--- src/rtl/hazard_scoreboard_pkg.sv ---
// Shared core constants and types for the ID-stage hazard scoreboard.
package hazard_scoreboard_pkg;

    localparam int unsigned LAT_W = 3;
    localparam int unsigned NREG  = 32;
    localparam int unsigned IDX_W = $clog2(NREG);
    localparam int unsigned CNT_W = $clog2(NREG) + 1;

    typedef logic [IDX_W-1:0] reg_idx_t;
    typedef logic [LAT_W-1:0] lat_t;

    // Bubbles a consumer must wait after each producer class issues.
    localparam lat_t LAT_ALU  = lat_t'(0);
    localparam lat_t LAT_LOAD = lat_t'(1);
    localparam lat_t LAT_MULT = lat_t'(4);
    localparam lat_t LAT_AES  = lat_t'(5);

endpackage

--- src/rtl/hazard_scoreboard_counter.sv ---
// sb_counter: one register's pending-latency down-counter.
//   clear     - force to zero (pipeline flush)
//   hold      - freeze (back end stalled)
//   load      - new producer issued: take max(load_val, decremented value)
//   cnt       - current (registered) count
//   cnt_nxt_c - next-state value, used by the parent's registered popcount
module sb_counter
    import hazard_scoreboard_pkg::*;
(
    input  logic             clk,
    input  logic             rst_n,
    input  logic             clear,
    input  logic             hold,
    input  logic             load,
    input  logic [LAT_W-1:0] load_val,
    output logic [LAT_W-1:0] cnt,
    output logic [LAT_W-1:0] cnt_nxt_c
);

    lat_t cnt_q;
    lat_t cnt_d;
    lat_t dec;

    // Saturating decrement; a load never shortens an older, longer producer.
    always_comb begin
        dec   = (cnt_q != '0) ? cnt_q - lat_t'(1) : '0;
        cnt_d = dec;
        if (clear) begin
            cnt_d = '0;
        end else if (hold) begin
            cnt_d = cnt_q;
        end else if (load && (load_val > dec)) begin
            cnt_d = load_val;
        end
    end

    always_ff @(posedge clk or negedge rst_n) begin
        if (!rst_n) begin
            cnt_q <= '0;
        end else begin
            cnt_q <= cnt_d;
        end
    end

    assign cnt       = cnt_q;
    assign cnt_nxt_c = cnt_d;

endmodule

--- src/rtl/hazard_scoreboard.sv ---
// hazard_scoreboard: tracks per-register producer latency and stalls ID until
// every source operand of the instruction in ID is forwardable.
//   in_ID_*        - sources of the instruction currently in ID
//   in_issue_*     - destination/latency of the instruction advancing to EX
//   in_hold        - back end frozen, counters do not advance
//   in_flush       - clear all pending producers
//   out_stall      - combinational: ID must not advance
//   out_issue_fire - combinational: issue accepted this cycle
//   out_busy_cnt   - registered count of registers with pending results
//   out_busy       - out_busy_cnt != 0
module hazard_scoreboard
    import hazard_scoreboard_pkg::*;
(
    input  logic             clk,
    input  logic             rst_n,
    input  logic [4:0]       in_ID_rs_idx,
    input  logic [4:0]       in_ID_rt_idx,
    input  logic             in_ID_use_rs,
    input  logic             in_ID_use_rt,
    input  logic             in_issue_valid,
    input  logic             in_issue_RegWr,
    input  logic [4:0]       in_issue_rd_idx,
    input  logic [LAT_W-1:0] in_issue_lat,
    input  logic             in_hold,
    input  logic             in_flush,
    output logic             out_stall,
    output logic             out_issue_fire,
    output logic [5:0]       out_busy_cnt,
    output logic             out_busy
);

    lat_t             cnt     [NREG];
    lat_t             cnt_nxt [NREG];
    logic             hazard_rs;
    logic             hazard_rt;
    logic             issue_rec;
    logic [CNT_W-1:0] busy_cnt_q;
    logic [CNT_W-1:0] busy_cnt_d;

    // Register 0 is hard-wired clean; the rest each own a counter.
    for (genvar r = 0; r < int'(NREG); r++) begin : g_reg
        if (r == 0) begin : g_zero
            assign cnt[r]     = '0;
            assign cnt_nxt[r] = '0;
        end else begin : g_cnt
            sb_counter u_cnt (
                .clk       (clk),
                .rst_n     (rst_n),
                .clear     (in_flush),
                .hold      (in_hold),
                .load      (issue_rec && (reg_idx_t'(in_issue_rd_idx) == reg_idx_t'(r))),
                .load_val  (in_issue_lat),
                .cnt       (cnt[r]),
                .cnt_nxt_c (cnt_nxt[r])
            );
        end
    end

    // Stall depends only on current state, never on this cycle's issue.
    always_comb begin
        hazard_rs      = in_ID_use_rs && (in_ID_rs_idx != '0) && (cnt[in_ID_rs_idx] != '0);
        hazard_rt      = in_ID_use_rt && (in_ID_rt_idx != '0) && (cnt[in_ID_rt_idx] != '0);
        out_stall      = hazard_rs || hazard_rt;
        out_issue_fire = in_issue_valid && !out_stall && !in_hold && !in_flush;
        issue_rec      = out_issue_fire && in_issue_RegWr;
    end

    // Popcount of next-state counters so the registered count tracks cnt.
    always_comb begin
        busy_cnt_d = '0;
        for (int unsigned i = 0; i < NREG; i++) begin
            busy_cnt_d = busy_cnt_d + CNT_W'(cnt_nxt[i] != '0);
        end
    end

    always_ff @(posedge clk or negedge rst_n) begin
        if (!rst_n) begin
            busy_cnt_q <= '0;
        end else begin
            busy_cnt_q <= busy_cnt_d;
        end
    end

    assign out_busy_cnt = 6'(busy_cnt_q);
    assign out_busy     = (busy_cnt_q != '0);

endmodule

--- config.mk ---
export PLATFORM = sky130hd
export DESIGN_NAME = hazard_scoreboard
export DESIGN_NICKNAME = d
export VERILOG_FILES = /design/src/rtl/hazard_scoreboard_pkg.sv /design/src/rtl/hazard_scoreboard_counter.sv /design/src/rtl/hazard_scoreboard.sv
export SDC_FILE = /design/constraint.sdc
export NUM_CORES = 1
export LEC_CHECK = 0
export CORE_ASPECT_RATIO = 1.25
export CORE_UTILIZATION = 40
export CTS_CLUSTER_DIAMETER = 50
export DETAILED_ROUTE_END_ITERATION = 8
export GPL_ROUTABILITY_DRIVEN = 0
export HOLD_SLACK_MARGIN = 0.1
export PLACE_DENSITY = 0.59
export SLEW_MARGIN = 20
export SYNTH_ARGS = -nofsm -noshare
export SYNTH_HDL_FRONTEND = slang
export SYNTH_SLANG_ARGS = --single-unit
--- constraint.sdc ---
create_clock -name clk -period 9.25 [get_ports clk]
set_input_delay 0.925 -clock clk [delete_from_list [all_inputs] [get_ports clk]]
set_output_delay 0.925 -clock clk [all_outputs]
set_load 0.02 [all_outputs]
==> reports/qor.yml <==
timing:
  final.period_utilization_pct: 92.6
  setup-violations-final: 0
  max_freq_mhz: 117
  drv_slew: 0
  fin_worst_skew_ns: 0.0122
  timing.final.crit_period_ns: 8.57
  worst_pin_slew_ns: 0.956
  finalSetupTns_ns: 0
  timing.hold.ws_ns: 0.516
  relSlewSlack_pct: 36.3
  rsz0062_at_grt: "no"
  hold_viol_final: 0
routing:
  drt_iter0_markers: 940
  ant_nets: 0
  drt_pass1_iterations: 5
  wirelength_um: 41400
  via_per_inst: 6.42
  drc: 0
  wl_per_cell_um: 23.1
  vias: 11500
grt:
  grt_pass1_vias: 11000
  grt_use_total_pct: 29.0
  met2_usage_pct: 47.9
  grt_max_degree: 147
  overflow: 0
  antenna_found_initial: 0
  grt_first_pass_wirelength_um: 64300
  grt_busiest_layer: "met2"
  use_met3_pct: 3.82
  grt_util_met1_pct: 36.4
synth:
  ys_seq_elements: 99
  netlist_instances: 1448
  yosysWarnings: 0
  synth.yosys.seq_area_share_pct: 21.8
  synthDistinctLibCells: 77
  syn_area_mm2: 0.0114
  async_reset_ff_share_pct: 100
  synth_edf_count: 0
  syn_nets: 1597
  ys_dominant_reg_cell: "dfrtp_1"
  syn_avg_cell_area_um2: 7.86
clock_network:
  postCtsHoldBufs: 0
  clk_latency_ns: 0.37
  htreeDepth: 3
  postCtsSetupRepairBufs: 0
  cts_resized: 0
  clockBufferDepth: 2
  cts_tree: "built"
  clkSlewWorstSetupHoldPaths_ns: 0.07
  cts_sinks: 99
  cts_buffers: 9
  cts-root-buf: "clkbuf_16"
power_and_ir_drop:
  power.density_mw_per_mm2: 148
  peakVddDrop_uv: 153
  fin_total_pwr_mw: 1.84
  p_leak_nw: 5.30
placed_design:
  dp_hpwl_um: 30200
  io_buffers: 34
layout:
  antenna_cells: 0
  fin_nets: 1586
  regArea_mm2: 0.00248
  n_fill_cell: 2775
  final_common_cell: "nor2_1"
  final_cell_mix: "nor2_1, o21ai_0, ha_1"
  drive_gt1_share_pct: 9.36
  syn_to_final_growth_pct: 9.51
  multi_input_area_mm2: 0.00818
flow_run:
  cap_violations: 0
floorplan:
  fp.dieW_um: 153
  floorplan.rows: 68
  core-area_mm2: 0.0278
  ios: 35
  initial_core_util_pct: 40.9
  die_h_um: 191
  die-area_mm2: 0.0291
worst_setup_path:
  crit_required_ns: 9.54
  cp_max_fo: 17
  r2r_cells: 22
  crit_path_end_kind: "flop"
  worstPathArrival_ns: 8.85
  start_kind: "primary input"
  criticalPathCategory: "primary input to flop"
min_path:
  hold_path_class: "primary input to async pin"
run_status:
  status: "finished clean"
-- worst paths after layout --
path	start	endpoint	slack [ns]
worst min-delay path	rst_n	g_reg[17].g_cnt.u_cnt.cnt[1]	0.52
worst min register to register	g_reg[11].g_cnt.u_cnt.cnt[1]	g_reg[11].g_cnt.u_cnt.cnt[1]	0.63
max in group asynchronous	rst_n	g_reg[29].g_cnt.u_cnt.cnt[2]	7.37
min in group clk	g_reg[11].g_cnt.u_cnt.cnt[1]	g_reg[11].g_cnt.u_cnt.cnt[1]	0.63
worst max register to register	g_reg[15].g_cnt.u_cnt.cnt[1]	out_busy_cnt[4]	1.21
worst max-delay path	in_ID_rt_idx[1]	out_busy_cnt[4]	0.68
-- state kept, by name (all words and copies together) (netlist names) --
register and cells:
out_busy_cnt 6, g.g_cnt.u_cnt.cnt 93
-- metrics by stage --
stage	std cells	utilization (%)	instance area (um2)	setup WS, ns
6_report	1792	44.8	12500	0.685
5_1_grt	1792	44.8	12500	0.302
4_1_cts	1792	44.8	12500	0.716
3_5_place_dp	1776	43.7	12200	0.366
3_3_place_gp	1776	43.7	12200	0.382
2_1_floorplan	1448	-	11400	1.46
-- Yosys cell counts (25+ instances only) --
cell / number / area share (%)
dfrtp_1: 99 / 22
o21ai_0: 111 / 4.9
nand3_1: 53 / 2.3
o21a_1: 25 / 1.6
ha_1: 100 / 11
nand4_1: 36 / 2.0
nor2b_1: 30 / 1.6
nor2_1: 131 / 4.3
nand2_1: 90 / 3.0
a31oi_1: 27 / 1.5
and2_1: 29 / 1.6
inv_1: 69 / 2.3
clkbuf_1: 75 / 2.5
a21oi_1: 99 / 4.4
nor3_1: 59 / 2.6
mux2i_1: 27 / 2.4
-- where the power goes --
group	internal, mW	switching [mW]	leakage, nW
clock network	0.226	0.183	0.146
logic	0.393	0.530	3.82
registers	0.471	0.0404	1.34
-- cell type report --
| type | count | area share, % |
|---|---|---|
| Clock buffer | 13 | 2.09 |
| Clock inverter | 3 | 0.371 |
| Inverter | 69 | 2.08 |
| Multi-Input combinational cell | 1167 | 65.6 |
| Sequential cell | 99 | 19.9 |
| Tap cell | 350 | 3.51 |
| Timing Repair Buffer | 91 | 6.50 |
-- critical path, stage by stage --
cell and delay [ns]:
clkdlybuf4s50_1 0.40, buf_4 0.21, or4_1 0.50, nand3_1 0.12, o22ai_1 0.12, o311ai_4 0.46, nand4_2 0.37, nor3_1 0.46
mux2_2 0.40, a211o_1 0.32, fa_1 0.49, inv_1 0.07, fa_1 0.53, fa_1 0.52, inv_1 0.05, fa_1 0.48
fa_1 0.53, fa_1 0.52, fa_1 0.46, fa_1 0.41, a21o_1 0.19, a21oi_1 0.17, xnor2_1 0.13
-- cells by family (layout without fill, tap and decap cells) --
| kind of cell | Yosys count | count (layout) | share of synthesized area (%) |
|---|---|---|---|
| buf+inv | 182 | 176 | 6.68 |
| xor+xnor | 3 | 3 | 0.231 |
| compound gates | 386 | 386 | 21.9 |
| simple gates | 602 | 602 | 28.7 |
| mux | 53 | 53 | 5.67 |
| flops | 99 | 99 | 21.8 |
| fa+ha+maj | 123 | 123 | 15.0 |
-- metal layers --
metal / up-vias / wire length (um) / part of all wire (%)
met5: - / 0 / 0
met4: 0 / 2440 / 5.9
met3: 128 / 3060 / 7.4
met2: 518 / 18900 / 46
met1: 5495 / 17000 / 41
li1: 5363 / - / -
Note: power is estimated with default switching activity, not from simulation.
